--- src/rtl/ram_port_arbiter_if.sv ---
// Requester-side and RAM-side signal bundle for ram_port_arbiter.
// A request transfers when req_valid[i] & req_ready[i]; req_valid never depends on req_ready,
// and we/addr/wdata stay stable while valid is high and ready is low.
interface ram_port_arbiter_if #(
    parameter int NREQ = 4,
    parameter int AW   = 2,
    parameter int DW   = 4
);
    logic [NREQ-1:0]    req_valid;
    logic [NREQ-1:0]    req_we;
    logic [NREQ*AW-1:0] req_addr;
    logic [NREQ*DW-1:0] req_wdata;
    logic [NREQ-1:0]    req_ready;
    logic [NREQ-1:0]    rsp_valid;
    logic [NREQ*DW-1:0] rsp_data;
    logic               wea;
    logic               web;
    logic [AW-1:0]      addra;
    logic [AW-1:0]      addrb;
    logic [DW-1:0]      dina;
    logic [DW-1:0]      dinb;
    logic [DW-1:0]      douta;
    logic [DW-1:0]      doutb;

    modport slave (
        input  req_valid, req_we, req_addr, req_wdata, douta, doutb,
        output req_ready, rsp_valid, rsp_data, wea, web, addra, addrb, dina, dinb
    );

    modport master (
        output req_valid, req_we, req_addr, req_wdata, douta, doutb,
        input  req_ready, rsp_valid, rsp_data, wea, web, addra, addrb, dina, dinb
    );
endinterface

--- src/rtl/ram_port_arbiter.sv ---
// Round-robin arbiter sharing the two ports of a dual-port RAM between NREQ requesters,
// with same-address hazard blocking and per-port read-return routing.
module ram_port_arbiter #(
    parameter int NREQ = 4,
    parameter int AW   = 2,
    parameter int DW   = 4,
    parameter int CW   = 8
) (
    input  logic                     clk,
    input  logic                     rst,
    ram_port_arbiter_if.slave        bus,
    output logic [CW-1:0]            conflict_cnt,
    output logic [$clog2(NREQ)-1:0]  rr_ptr
);
    localparam int PW = $clog2(NREQ);

    logic [AW-1:0] addr_arr  [NREQ];
    logic [DW-1:0] wdata_arr [NREQ];

    logic [PW-1:0] rr_ptr_q;
    logic          a_hit, b_hit, skip_any;
    logic [PW-1:0] a_id, b_id;
    logic          a_we;
    logic [AW-1:0] a_addr;
    logic [PW:0]   sum;
    logic [PW-1:0] idx;
    logic [PW:0]   hi_inc;
    logic [PW-1:0] next_ptr;

    logic          pend_a, pend_b;
    logic [PW-1:0] id_a, id_b;
    logic [CW-1:0] cnt_q;

    always_comb begin
        for (int i = 0; i < NREQ; i++) begin
            addr_arr[i]  = bus.req_addr[i*AW +: AW];
            wdata_arr[i] = bus.req_wdata[i*DW +: DW];
        end
    end

    // Scan from rr_ptr; a candidate that hazards with port A is skipped, not the scan.
    always_comb begin
        a_hit    = 1'b0;
        b_hit    = 1'b0;
        skip_any = 1'b0;
        a_id     = '0;
        b_id     = '0;
        a_we     = 1'b0;
        a_addr   = '0;
        sum      = '0;
        idx      = '0;
        for (int k = 0; k < NREQ; k++) begin
            sum = {1'b0, rr_ptr_q} + (PW+1)'(k);
            if (sum >= (PW+1)'(NREQ)) sum = sum - (PW+1)'(NREQ);
            idx = sum[PW-1:0];
            if (bus.req_valid[idx]) begin
                if (!a_hit) begin
                    a_hit  = 1'b1;
                    a_id   = idx;
                    a_we   = bus.req_we[idx];
                    a_addr = addr_arr[idx];
                end else if (!b_hit) begin
                    if ((addr_arr[idx] == a_addr) && (a_we || bus.req_we[idx])) begin
                        skip_any = 1'b1;
                    end else begin
                        b_hit = 1'b1;
                        b_id  = idx;
                    end
                end
            end
        end
    end

    always_comb begin
        hi_inc   = {1'b0, (b_hit ? b_id : a_id)} + 1'b1;
        next_ptr = (hi_inc >= (PW+1)'(NREQ)) ? '0 : hi_inc[PW-1:0];
    end

    always_comb begin
        bus.req_ready = '0;
        if (a_hit) bus.req_ready[a_id] = 1'b1;
        if (b_hit) bus.req_ready[b_id] = 1'b1;
        bus.wea   = a_hit & bus.req_we[a_id];
        bus.addra = a_hit ? addr_arr[a_id]  : '0;
        bus.dina  = a_hit ? wdata_arr[a_id] : '0;
        bus.web   = b_hit & bus.req_we[b_id];
        bus.addrb = b_hit ? addr_arr[b_id]  : '0;
        bus.dinb  = b_hit ? wdata_arr[b_id] : '0;
    end

    // RAM dout arrives one cycle after the address, lining up with the registered pend/id.
    always_comb begin
        bus.rsp_valid = '0;
        bus.rsp_data  = '0;
        if (pend_a) begin
            bus.rsp_valid[id_a]         = 1'b1;
            bus.rsp_data[id_a*DW +: DW] = bus.douta;
        end
        if (pend_b) begin
            bus.rsp_valid[id_b]         = 1'b1;
            bus.rsp_data[id_b*DW +: DW] = bus.doutb;
        end
    end

    always_ff @(posedge clk or posedge rst) begin
        if (rst) begin
            rr_ptr_q <= '0;
            pend_a   <= 1'b0;
            pend_b   <= 1'b0;
            id_a     <= '0;
            id_b     <= '0;
            cnt_q    <= '0;
        end else begin
            if (a_hit) rr_ptr_q <= next_ptr;
            pend_a <= a_hit & ~bus.req_we[a_id];
            id_a   <= a_id;
            pend_b <= b_hit & ~bus.req_we[b_id];
            id_b   <= b_id;
            if (skip_any && (cnt_q != '1)) cnt_q <= cnt_q + 1'b1;
        end
    end

    assign conflict_cnt = cnt_q;
    assign rr_ptr       = rr_ptr_q;
endmodule

--- src/flat_wrapper.sv ---
// flat-port wrapper written by rule: the top's interface ports become plain ports
module ram_port_arbiter_flat 
#(
    parameter int NREQ = 4,
    parameter int AW   = 2,
    parameter int DW   = 4,
    parameter int CW   = 8
)
  (clk, rst, conflict_cnt, rr_ptr, bus_req_valid, bus_req_we, bus_req_addr, bus_req_wdata, bus_douta, bus_doutb, bus_req_ready, bus_rsp_valid, bus_rsp_data, bus_wea, bus_web, bus_addra, bus_addrb, bus_dina, bus_dinb);
  ram_port_arbiter_if #(.NREQ(NREQ), .AW(AW), .DW(DW)) bus_i ();
  input  logic clk;
  input  logic rst;
  output logic [CW-1:0] conflict_cnt;
  output logic [$clog2(NREQ)-1:0] rr_ptr;
  input wire logic [$bits(bus_i.req_valid)-1:0] bus_req_valid;
  input wire logic [$bits(bus_i.req_we)-1:0] bus_req_we;
  input wire logic [$bits(bus_i.req_addr)-1:0] bus_req_addr;
  input wire logic [$bits(bus_i.req_wdata)-1:0] bus_req_wdata;
  input wire logic [$bits(bus_i.douta)-1:0] bus_douta;
  input wire logic [$bits(bus_i.doutb)-1:0] bus_doutb;
  output wire logic [$bits(bus_i.req_ready)-1:0] bus_req_ready;
  output wire logic [$bits(bus_i.rsp_valid)-1:0] bus_rsp_valid;
  output wire logic [$bits(bus_i.rsp_data)-1:0] bus_rsp_data;
  output wire logic [$bits(bus_i.wea)-1:0] bus_wea;
  output wire logic [$bits(bus_i.web)-1:0] bus_web;
  output wire logic [$bits(bus_i.addra)-1:0] bus_addra;
  output wire logic [$bits(bus_i.addrb)-1:0] bus_addrb;
  output wire logic [$bits(bus_i.dina)-1:0] bus_dina;
  output wire logic [$bits(bus_i.dinb)-1:0] bus_dinb;
  assign bus_i.req_valid = bus_req_valid;
  assign bus_i.req_we = bus_req_we;
  assign bus_i.req_addr = bus_req_addr;
  assign bus_i.req_wdata = bus_req_wdata;
  assign bus_i.douta = bus_douta;
  assign bus_i.doutb = bus_doutb;
  assign bus_req_ready = bus_i.req_ready;
  assign bus_rsp_valid = bus_i.rsp_valid;
  assign bus_rsp_data = bus_i.rsp_data;
  assign bus_wea = bus_i.wea;
  assign bus_web = bus_i.web;
  assign bus_addra = bus_i.addra;
  assign bus_addrb = bus_i.addrb;
  assign bus_dina = bus_i.dina;
  assign bus_dinb = bus_i.dinb;
  ram_port_arbiter #(.NREQ(NREQ), .AW(AW), .DW(DW), .CW(CW)) u_core (.clk(clk), .rst(rst), .bus(bus_i), .conflict_cnt(conflict_cnt), .rr_ptr(rr_ptr));
endmodule
--- config.mk ---
export PLATFORM = sky130hd
export DESIGN_NAME = ram_port_arbiter_flat
export DESIGN_NICKNAME = d
export VERILOG_FILES = /design/src/rtl/ram_port_arbiter_if.sv /design/src/rtl/ram_port_arbiter.sv /design/src/flat_wrapper.sv
export SDC_FILE = /design/constraint.sdc
export NUM_CORES = 1
export LEC_CHECK = 0
export CORE_MARGIN = 2
export CORE_UTILIZATION = 25
export DETAILED_ROUTE_END_ITERATION = 8
export REMOVE_ABC_BUFFERS = 1
export SLEW_MARGIN = 20
export SYNTH_ARGS = -nofsm -noshare
export SYNTH_HDL_FRONTEND = slang
export SYNTH_SLANG_ARGS = --single-unit
--- constraint.sdc ---
create_clock -name clk -period 7.2 [get_ports clk]
set_clock_uncertainty 0.1 [all_clocks]
set_input_delay 1.44 -clock clk [delete_from_list [all_inputs] [get_ports clk]]
set_output_delay 1.44 -clock clk [all_outputs]
set_load 0.03 [all_outputs]
Word level (Yosys, flattened, before mapping)
Cells that the tools add are included.
- logic and storage cells: 197
- memories: 0
- RAM bits: 0
- bits in latches: 0
- bits in registers: 16
- memory bits (read-only): 0
- $mul: 0
- add/sub/neg operators: 11
- bitwise gates (word level): 15
- equal/unequal tests: 4
- reductions and logical operators: 11
- divide/modulo/power cells: 0
- muxes and demuxes: 123
- $lt $le $gt $ge: 23
- shift operators: 4
- operator list (cell ; count):
    $mux 2 ; 43
    $neg 4->34 ; 2
    $shift 4x34->16 const A ; 2
    $shiftx 4x34->16 ; 2
    $mux 1 ; 45
    $mux 4 ; 10
    $mux 16 ; 2
    $ge 3x3->1 const B ; 10
    $bmux 2 s2 ; 6
    $lt 2x3->1 const B ; 8
    $bmux 1 s2 ; 10
    $not 2->3 ; 6
    $and 16x16->16 ; 1
    $bmux 4 s2 ; 2
    $bwmux 16 ; 1
    $add 8x1->8 const B ; 1
    $demux 1 s2 ; 4
    $ge 2x1->1 const B ; 4
    $logic_and 1x1->1 ; 8
    $ne 8x8->1 const B ; 1
    $or 4x4->4 ; 2
    $sub 2x1->2 const B ; 4
    $add 2x1->3 const B ; 2
    $add 2x2->3 const B ; 2
    5 further kinds ; 13

Depth between registers and ports, before layout
- depth in word-level cells: 26
- depth in mapped cells: 15
- depth with buffers taken out: 9

Least setup slack after synthesis
Ideal clock, no wire load.
- path type: input port to output port
- start point: in bus_req_addr[7]
- end point: out bus_dinb[0]
- data required time: 5660 ps
- slack: 1659 ps
- arrival time: 4001 ps
- stages on the path: 10
- cells stage by stage: buf_4 -> mux4_2 -> xor2_1 -> a31o_1 -> a221o_1 -> a41oi_2 -> o21ai_1 -> a31oi_4 -> nand2_1 -> o22ai_1
- cells in the longest elaborated chain, start to end: 22
- ends and longest elaborated chain (what ; line ; RTL):
    start, declared ; flat_wrapper.sv:17 ; input wire logic [$bits(bus_i.req_addr)-1:0] bus_req_addr;
    $bmux 2 s2 ; ram_port_arbiter.sv:61 ; a_addr = addr_arr[idx];
    $mux 2 (not written as such) (2 in series) ; ram_port_arbiter.sv:61 ;
    $mux 2 ; ram_port_arbiter.sv:56 ; if (bus.req_valid[idx]) begin
    $eq 2x2->1 ; ram_port_arbiter.sv:63 ; if ((addr_arr[idx] == a_addr) && (a_we || bus.req_we[idx])) begin
    $logic_and 1x1->1 ; ram_port_arbiter.sv:63 ;
    $mux 2 ; ram_port_arbiter.sv:63 ;
    $mux 2 ; ram_port_arbiter.sv:57 ; if (!a_hit) begin
    $mux 2 ; ram_port_arbiter.sv:56 ;
    [4 not listed] ; n/a ;
    $mux 2 ; ram_port_arbiter.sv:63 ;
    $mux 2 ; ram_port_arbiter.sv:62 ; end else if (!b_hit) begin
    $mux 2 ; ram_port_arbiter.sv:57 ;
    $mux 2 ; ram_port_arbiter.sv:56 ;
    $not 2->3 (not written as such) ; ram_port_arbiter.sv:88 ; bus.dinb = b_hit ? wdata_arr[b_id] : '0;
    $bmux 4 s2 ; ram_port_arbiter.sv:88 ;
    $mux 4 (not written as such) (2 in series) ; ram_port_arbiter.sv:88 ;
    $mux 4 (*) ; ram_port_arbiter.sv:88 ;
    end, declared ; flat_wrapper.sv:29 ; output wire logic [$bits(bus_i.dinb)-1:0] bus_dinb;
Mark *: on every way between the ends. The rest lies on a longest branch, timed or not. The select of a mux whose other input is x is not followed.

Final worst setup path
- start point: in bus_req_valid[0]
- end point: out bus_addrb[1]
- cells in the longest elaborated chain, start to end: 21
- ends and longest elaborated chain (what ; line ; RTL):
    start, declared ; flat_wrapper.sv:15 ; input wire logic [$bits(bus_i.req_valid)-1:0] bus_req_valid;
    $bmux 1 s2 ; ram_port_arbiter.sv:56 ;
    $mux 1 (not written as such) ; ram_port_arbiter.sv:56 ;
    $mux 2 / $mux 1 (equally long branches) ; ram_port_arbiter.sv:56 ;
    $eq 2x2->1 / $logic_or 1x1->1 (equally long branches) ; ram_port_arbiter.sv:63 ;
    $logic_and 1x1->1 ; ram_port_arbiter.sv:63 ;
    $mux 2 ; ram_port_arbiter.sv:63 ;
    $mux 2 ; ram_port_arbiter.sv:57 ;
    $mux 2 ; ram_port_arbiter.sv:56 ;
    [4 not listed] ; n/a ;
    $mux 2 ; ram_port_arbiter.sv:63 ;
    $mux 2 ; ram_port_arbiter.sv:62 ;
    $mux 2 ; ram_port_arbiter.sv:57 ;
    $mux 2 ; ram_port_arbiter.sv:56 ;
    $not 2->3 (not written as such) ; ram_port_arbiter.sv:87 ; bus.addrb = b_hit ? addr_arr[b_id] : '0;
    $bmux 2 s2 ; ram_port_arbiter.sv:87 ;
    $mux 2 (not written as such) (2 in series) ; ram_port_arbiter.sv:87 ;
    $mux 2 (*) ; ram_port_arbiter.sv:87 ;
    end, declared ; flat_wrapper.sv:27 ; output wire logic [$bits(bus_i.addrb)-1:0] bus_addrb;
Marked as above.

==> flow_metrics.tcl <==
set metrics [dict create \
    syn_inst 376 \
    io_buffers 89 \
    ys_ff_latch 16 \
    met1_usage 0.188 \
    final_net_count 506 \
    seq_area_frac_synth 0.125 \
    path_clk_slew_ns 0.05 \
    hold-path-endpoint "u_core.conflict_cnt[7]$_DFFE_PP0P_" \
    power.leakage_nw 1.63 \
    synth-edff-count 0 \
    setup_ws_ns 0.264 \
    grt_pass1_vias 3007 \
    clock_path_buffers 2 \
    antenna_found_initial 0 \
    hold_depth 1 \
    vias 3258 \
    drc 0 \
    drive_gt1_frac 0.112 \
    setup_violations 0 \
    core-area_sq_um 12600 \
    dpl_cell_area_sq_um 4140 \
    ys_types 80 \
    grt_max_degree 61 \
    first_iter_violations 179 \
    die_h_um 117 \
    cts_setup_buffers 0 \
    fp.dieW_um 117 \
    cp.required_ns 5.66 \
    rr_startpoint "u_core.rr_ptr[0]$_DFFE_PP0P_" \
    maxCapViolCount 0 \
    comb_power_share 0.847 \
    synth_top_area_share 0.125 \
    wirelength_um 10000 \
    use_met2 0.243 \
    relSlewSlack 0.275 \
    startpoint_type "input pin" \
    ios 90 \
    crit_type "input pin to primary output" \
    cts_tree "done" \
    synthTopCellsByArea "dfrtp_1 13%, mux2i_1 8.8%, ha_1 5.9%" \
    vdd_ir_drop_max_mv 0.181 \
    ys.flop_type "dfrtp_1" \
    met3_usage 0.0108 \
    finalHoldViolCount 0 \
    internal_power_mw 1.03 \
    synth_area_sq_um 3200 \
    ant_nets 0 \
    worstReg2RegEnd "u_core.rr_ptr[1]$_DFFE_PP0P_" \
    row_count 41 \
    worstMarginPinSlew_ns 1.09 \
    p_clk_frac 0.052 \
    hp-class "flop to flop" \
    worstPathArrival_ns 5.40 \
    synth_top_area_cell "dfrtp_1" \
    cp_max_fo 14 \
    htreeDepth 1 \
    grt_use_total 0.138 \
    rsz0062_at_grt "false" \
    pwr-share-seq 0.101 \
    grt_overflow 0 \
    clock_sinks 16 \
    p_switching_mw 1.23 \
    final.setup.tns_ns 0 \
    slew_viol_final 0 \
    busiest_layer "met2" \
    start_util 0.254 \
    post-place-ws_ns 0.292 \
    grt_first_pass_wirelength_um 15500 \
    fin_area_sq_um 4230 \
    place_congestion 0.916 \
    min_period_ns 6.94 \
    clk_latency_ns 0.24 \
    detail_route.wl_per_cell_um 16.1 \
    area_growth_pct 32.4 \
    synthArstFlopShare 1.00 \
    cts_root_buf "clkbuf_16" \
    viasPerCell 5.25 \
    max_freq_mhz 144 \
    diodes 0 \
    rr_worst_depth 9 \
    ys.warnings.count 0 \
    status "complete, no violations" \
    avgSynthCellArea_sq_um 8.50 \
    firstDrtPassIters 4 \
    r2r_slack_ns 3.30 \
    switching_share 0.544 \
    numCtsBuffers 3 \
    end_kind "primary output" \
    pwr_density_cell_nw_per_um2 536 \
    dp_hpwl_um 7530 \
    cts_hold_buf 0 \
    period_share 0.963 \
    min_from "u_core.conflict_cnt[7]$_DFFE_PP0P_" \
    die_area_sq_um 13700 \
    post_cts_resized 0 \
]
[routing by layer]
layer / vias up / share of wire
met5: - / 0
met4: 0 / 0.014
met3: 14 / 0.050
met2: 111 / 0.47
met1: 1548 / 0.47
li1: 1585 / -
[stage by stage]
stage	std cells	util	power, mW	hold slack [ns]
final	620	0.337	2.27	0.393
after global routing	620	0.337	2.42	0.428
after CTS	620	0.336	2.27	0.395
after detailed placement	616	0.329	2.15	0.388
after global placement	616	0.329	2.12	0.378
after floorplan	341	-	1.47	0.563
[synthesized netlist by cell type, types with 14 or more instances]
master,n
a211oi_1,20
a22o_1,21
dfrtp_1,16
ha_1,15
inv_1,14
mux2i_1,28
nand2_1,26
nor2_1,14
xnor2_1,14
[worst max-delay path, cell delays in order]
cell and delay (ns):
clkdlybuf4s50_1 0.68, or3b_1 0.54, a211oi_2 0.36, a2111oi_4 0.10
a221o_1 0.40, a211oi_1 0.26, a21o_2 0.30, buf_4 0.28
mux2i_1 0.11, o22ai_1 0.21, clkdlybuf4s50_1 0.71
[logic make-up after synthesis]
family,share of synthesized area
XOR/XNOR,0.0603
AO/OA/AOI/OAI,0.289
flip-flops,0.125
adder cells (fa/ha/maj),0.0619
multiplexers,0.164
buffers and inverters,0.106
AND/OR/NAND/NOR,0.193
[placed cells by master (no fill, tap or decap), types with 10 or more instances in the layout]
| master | count |
|---|---|
| clkdlybuf4s50_1 | 89 |
| o22ai_1 | 10 |
| mux2i_1 | 28 |
| a22o_1 | 21 |
| buf_4 | 14 |
| dfrtp_1 | 15 |
| and3_1 | 11 |
| nand3_1 | 11 |
| a211oi_1 | 20 |
| inv_1 | 14 |
| ha_1 | 15 |
| xnor2_1 | 14 |
| nand2_1 | 26 |
| nor2_1 | 14 |
| a21oi_1 | 11 |
| o21ai_0 | 10 |
[state kept, by name (all words and copies together), names as in the netlist]
| name | flops |
|---|---|
| u_core.conflict_cnt | 8 |
| u_core.pend_b | 1 |
| u_core.id_b | 2 |
| u_core.pend_a | 1 |
| u_core.id_a | 2 |
| u_core.rr_ptr | 2 |
[area by class of cell]
| type | instances | area, sq um |
|---|---|---|
| Fill cell | 1307 | 8340 |
| Multi-Input combinational cell | 309 | 2470 |
| Timing Repair Buffer | 103 | 996 |
| Sequential cell | 16 | 402 |
| Tap cell | 172 | 215 |
| Clock buffer | 4 | 88.8 |
| Inverter | 16 | 60.1 |
[worst max-delay path by stage]
| stage | from | end | slack, ns |
|---|---|---|---|
| floorplan | bus_req_valid[3] | bus_addra[0] | 1.03 |
| global placement | bus_req_valid[0] | bus_addrb[1] | 0.37 |
| detailed placement | bus_req_valid[0] | bus_addrb[1] | 0.29 |
| CTS | bus_req_valid[0] | bus_addrb[1] | 0.28 |
| global route | bus_req_valid[0] | bus_addrb[1] | 0.13 |
| finish | bus_req_valid[0] | bus_addrb[1] | 0.26 |
[power by group through the flow]
stage | sequential [mW] | combinational [mW] | clock, mW
after floorplan | 0.265 | 1.21 | 0
after global placement | 0.225 | 1.90 | 0
after detailed placement | 0.229 | 1.92 | 0
after CTS | 0.228 | 1.92 | 0.122
after global routing | 0.240 | 2.05 | 0.128
final | 0.228 | 1.92 | 0.118
Note: power is estimated with default switching activity, not from simulation.
==> variant 1, RTL diff (same flow settings) <==
`DW` is set to 4 in 3 places; all go to 6.
--- a/src/rtl/ram_port_arbiter_if.sv
+++ b/src/rtl/ram_port_arbiter_if.sv
@@ -5,5 +5,5 @@
     parameter int NREQ = 4,
     parameter int AW   = 2,
-    parameter int DW   = 4
+    parameter int DW   = 6
 );
     logic [NREQ-1:0]    req_valid;
--- a/src/rtl/ram_port_arbiter.sv
+++ b/src/rtl/ram_port_arbiter.sv
@@ -4,5 +4,5 @@
     parameter int NREQ = 4,
     parameter int AW   = 2,
-    parameter int DW   = 4,
+    parameter int DW   = 6,
     parameter int CW   = 8
 ) (
--- a/src/flat_wrapper.sv
+++ b/src/flat_wrapper.sv
@@ -4,5 +4,5 @@
     parameter int NREQ = 4,
     parameter int AW   = 2,
-    parameter int DW   = 4,
+    parameter int DW   = 6,
     parameter int CW   = 8
 )
Ports: changed (6 resized); port bits go from 90 to 114. The function was not compared with the original's and may differ.
==> variant 1 against the original RTL <==
Global-route usage increased by 2.2 points. Core utilization increased by 0.48 points. Cell count increased by 42%. Worst hold slack improved by 0.0016 ns. Sequential cell count did not move. Routed wire length increased by 50%. Cell area is 34% higher. Area after synthesis rose by 33%. Count of clock-buffer cells in the layout stayed put. Sequential share of layout area shrank 2.4 points. Setup slack improved by 0.20 ns.
Power is not shown: default switching activity piles up to over one toggle a cycle in this logic, so the estimate is an artifact.
==> variant 1: results (changes against the original RTL) <==
[timing]
hold_violations=0  ; unchanged
slew_headroom_pct=44.3  ; +17 points

[critical_path]
crit_family=simple AND/OR/NAND/NOR gates
r2r-start=u_core.rr_ptr[1]
reg2reg_slack_ns=2.94  ; -0.36 ns
r2r-end=u_core.conflict_cnt[1]
crit_slowest_cell=or3b_1
r2r_cells=10  ; +1
slowest_delay_ns=0.60  ; -0.11 ns
crit_required_ns=5.66  ; about the same
worstPathMaxFanout=10  ; -4

[cts]
max-clock-path-buffers=2  ; unchanged
clock_latency_ns=0.24  ; about the same
clk_pin_slew_worst_paths_ns=0.05  ; about the same
cts-root-buf=clkbuf_16
post_cts_resized=0  ; unchanged

[drt]
wirelength_um=15000  ; +50%
viasPerCell=5.48  ; +4.3%
first_iter_violations=398  ; +120%
dr.pass1.iters=5  ; +1

[layout]
diodes=0  ; unchanged
area_delta_synth_final_pct=33.2
nets=730  ; +44%
fillCellCount=1726  ; +32%
drive_gt1_share_pct=10.6  ; -0.55 points

[global_route]
gr-usage-all-layers_pct=15.9  ; +2.2 points
grt_max_degree=45  ; -26%
grt_pass1_wl_um=23800  ; +54%
antenna_found_initial=0  ; unchanged
grt_pass1_vias=4489  ; +49%

[status]
status=finished, final reports clean

[place]
io_buffers=113  ; +27%
place_area_um2=5600  ; +35%
routabilityCongestion=0.885  ; -3.4%
dp_hpwl_um=11600  ; +54%

[logic_synthesis]
synthAdderAreaFrac_pct=4.40  ; -1.8 points
synth_common_cells=nand2_1, mux2i_1, nor2_1, a21oi_1, clkbuf_1
synth_compound_gate_area_share_pct=29.8  ; +0.91 points
synth.area.top_cells=mux2i_1, dfrtp_1, nand2_1
synth_cell_type_count=80  ; unchanged
synth_mux_area_share_pct=18.3  ; +1.9 points
yosysSeqAreaShare_pct=9.39  ; -3.1 points
synthXorXnorAreaFrac_pct=2.26  ; -3.8 points

[min_path]
holdPathEnd=u_core.conflict_cnt[5]
hp-start=u_core.conflict_cnt[5]
hold_depth=1  ; unchanged

-- variant 1: changes by cell type after synthesis, moves of 12 or more --
cell      unedited run  this run
clkbuf_1            11        28
and2_1               7        26
mux2i_1             28        53
nand2_1             26        65
nand3_1             11        23
o22ai_1             10        23
a21oi_1             11        28
a22oi_1              0        12
nor2_1              14        30
-- variant 1: worst max path at each step --
stage                   to  slack, ns              from  cells past startpoint
2_1_floorplan  bus_dinb[4]       0.21  u_core.rr_ptr[1]                      9
5_1_grt        bus_dinb[4]       0.16   bus_req_addr[4]                     11
3_3_place_gp   bus_dinb[4]       0.53   bus_req_addr[4]                     11
3_5_place_dp       bus_web       0.44   bus_req_addr[4]                     11
4_1_cts            bus_web       0.44   bus_req_addr[4]                     11
6_report           bus_web       0.46   bus_req_addr[4]                     11
-- variant 1: metal layers --
| metal | global-route usage [%] | vias to the layer above | wire, µm |
|---|---|---|---|
| li1 | - | 2357 | - |
| met1 | 21.7 | 2262 | 6820 |
| met2 | 26.6 | 185 | 6850 |
| met3 | 2.10 | 18 | 1020 |
| met4 | 3.86 | 0 | 283 |
| met5 | 0 | - | 0 |
-- variant 1: per-stage QoR --
stage	instances	setup WS, ns	hold slack (ns)
finish	880	0.462	0.394
global route	880	0.165	0.419
CTS	880	0.436	0.394
detailed placement	876	0.443	0.388
global placement	876	0.533	0.385
floorplan	524	0.211	0.564
-- variant 1: area by class of cell --
type | count | share of cell area, %
repair buffers | 132 | 22.9
well taps | 220 | 4.84
clock buffers | 4 | 1.39
inverters | 12 | 0.793
multi-input cells | 496 | 63.0
flip-flops and latches | 16 | 7.07
-- variant 1: worst reg2reg max path: stages, from the launching register on --
cell and delay (ns):
dfrtp_2 0.90, buf_4 0.44, mux2i_1 0.44, nor3_1 0.12, o21ai_1 0.30, a41o_1 0.42, nand4_2 0.15, buf_4 0.26
or3_1 0.42, a21oi_4 0.27, mux2_1 0.34
-- variant 1: cell families (layout without fill, tap and decap cells) --
kind of cell	Yosys count	in the layout
simple gates	226	226
compound gates	175	175
mux	69	69
buf+inv	60	148
flops	16	16
fa+ha+maj	15	15
xor+xnor	11	11
==> variant 2, RTL diff (same flow settings) <==
Made on the original files. Put one more register stage on the output `conflict_cnt`, cleared by the reset. The value now appears one clock later. The other outputs are not delayed to match.
--- a/src/rtl/ram_port_arbiter.sv
+++ b/src/rtl/ram_port_arbiter.sv
@@ -121,5 +121,11 @@
     end
 
-    assign conflict_cnt = cnt_q;
+    always_ff @(posedge clk or posedge rst) begin
+        if (rst) begin
+            conflict_cnt <= '0;
+        end else begin
+            conflict_cnt <= cnt_q;
+        end
+    end
     assign rr_ptr       = rr_ptr_q;
 endmodule
Behaviour: not the same (Yosys sat finds a counterexample within 4 cycles, from zero or initial values and one cycle with rst high).
==> variant 2 against the original RTL <==
Routed wire length grew 2.2%. Power grew 1.9%. Die area shrank 0.26%. Area after synthesis shrank 0.27%. Setup slack gained 0.023 ns. Critical path depth grew 2. Global-route usage grew 0.85 points. Sequential cell count grew 8. Worst hold slack lost 0.059 ns. Maximum frequency grew 0.34%. Cell area grew 2.9%. Highest routed layer unchanged.
==> variant 2: results (changes against the original RTL) <==
[status]
status=finished, final reports clean

[layout]
bufAreaShareNonClock_pct=22.6  ; -0.96 points
nNonClkBuffers=102  ; -0.97%
fillCellCount=1353  ; +3.5%
nClkBuffers=3  ; -1
nets=527  ; +4.2%
multi_input_gates=322  ; +4.2%
inv_count=17  ; +1
multi_input_area_share_pct=54.8  ; -3.6 points
final-clk-cell-share_pct=2.41  ; +0.31 points
drive_gt1_share_pct=10.9  ; -0.29 points

[logic_synthesis]
synth_cell_type_count=63  ; -21%
synth_common_cells=nand2_1, nor2_1, dfrtp_1, mux2i_1, a21oi_1
yosysSeqAreaShare_pct=18.8  ; +6.3 points
synth_mux_area_share_pct=17.5  ; +1.1 points
synth.area.top_cells=dfrtp_1, mux4_2, mux2i_1

[critical_path]
critPathArrivalTime_ns=5.37  ; -0.03 ns
worstPathMaxFanout=11  ; -3
critical_path.startpoint=bus_req_valid[1]
r2r_cells=11  ; +2
r2r-end=u_core.cnt_q[7]
r2r-start=u_core.rr_ptr[1]
reg2reg_slack_ns=3.29  ; about the same

[drt]
dr_wl_met3_um=600  ; +20%
vias=3411  ; +4.7%
wl_met2_um=4880  ; +4.4%
wirelength_um=10200  ; +2.2%
dr.pass1.iters=5  ; +1
first_iter_violations=183  ; +2.2%
drt-met1-wl_um=4580  ; -2.1%

[min_path]
hold_depth=0  ; -1
hp-start=u_core.cnt_q[1]

[power]
power.leakage_uw=0.00178  ; +9.1%

[global_route]
met1_usage_pct=19.6  ; +0.80 points
grt_pass1_vias=3188  ; +6.0%
gr-usage-all-layers_pct=14.6  ; +0.85 points
antenna_found_initial=0  ; unchanged
gr-usage-met3_pct=1.08  ; unchanged
grt_pass1_wl_um=16200  ; +4.6%

[cts]
cts.sinks=24  ; +8

[place]
dp_hpwl_um=7890  ; +4.8%
routabilityCongestion=0.939  ; +2.5%

[variant 2: changes by cell type in the layout (fill, tap and decap cells not counted), moves of 7 or more]
cell      delta
xnor2_1     -11
a211oi_1    -14
and3_1      -11
nor2_1      +13
dfrtp_1      +8
mux2i_1      -7
nand2_1     +14
nor3_1       +7
[variant 2: through the flow]
stage | setup slack [ns] | hold WS, ns | cell area, µm² | power, µW | instances
2_1_floorplan | 0.190 | 0.292 | 3040 | 1520 | 363
4_1_cts | 0.258 | 0.337 | 4350 | 2310 | 641
3_3_place_gp | 0.355 | 0.313 | 4250 | 2120 | 637
5_1_grt | 0.123 | 0.347 | 4350 | 2470 | 641
3_5_place_dp | 0.278 | 0.321 | 4250 | 2140 | 637
6_report | 0.287 | 0.334 | 4350 | 2310 | 641
[variant 2: report_power, final]
group | total (µW) | internal [µW] | switching, µW
Clock | 155 | 110 | 45.0
Sequential | 284 | 193 | 91.2
Combinational | 1870 | 803 | 1070
Total | 2310 | 1110 | 1200
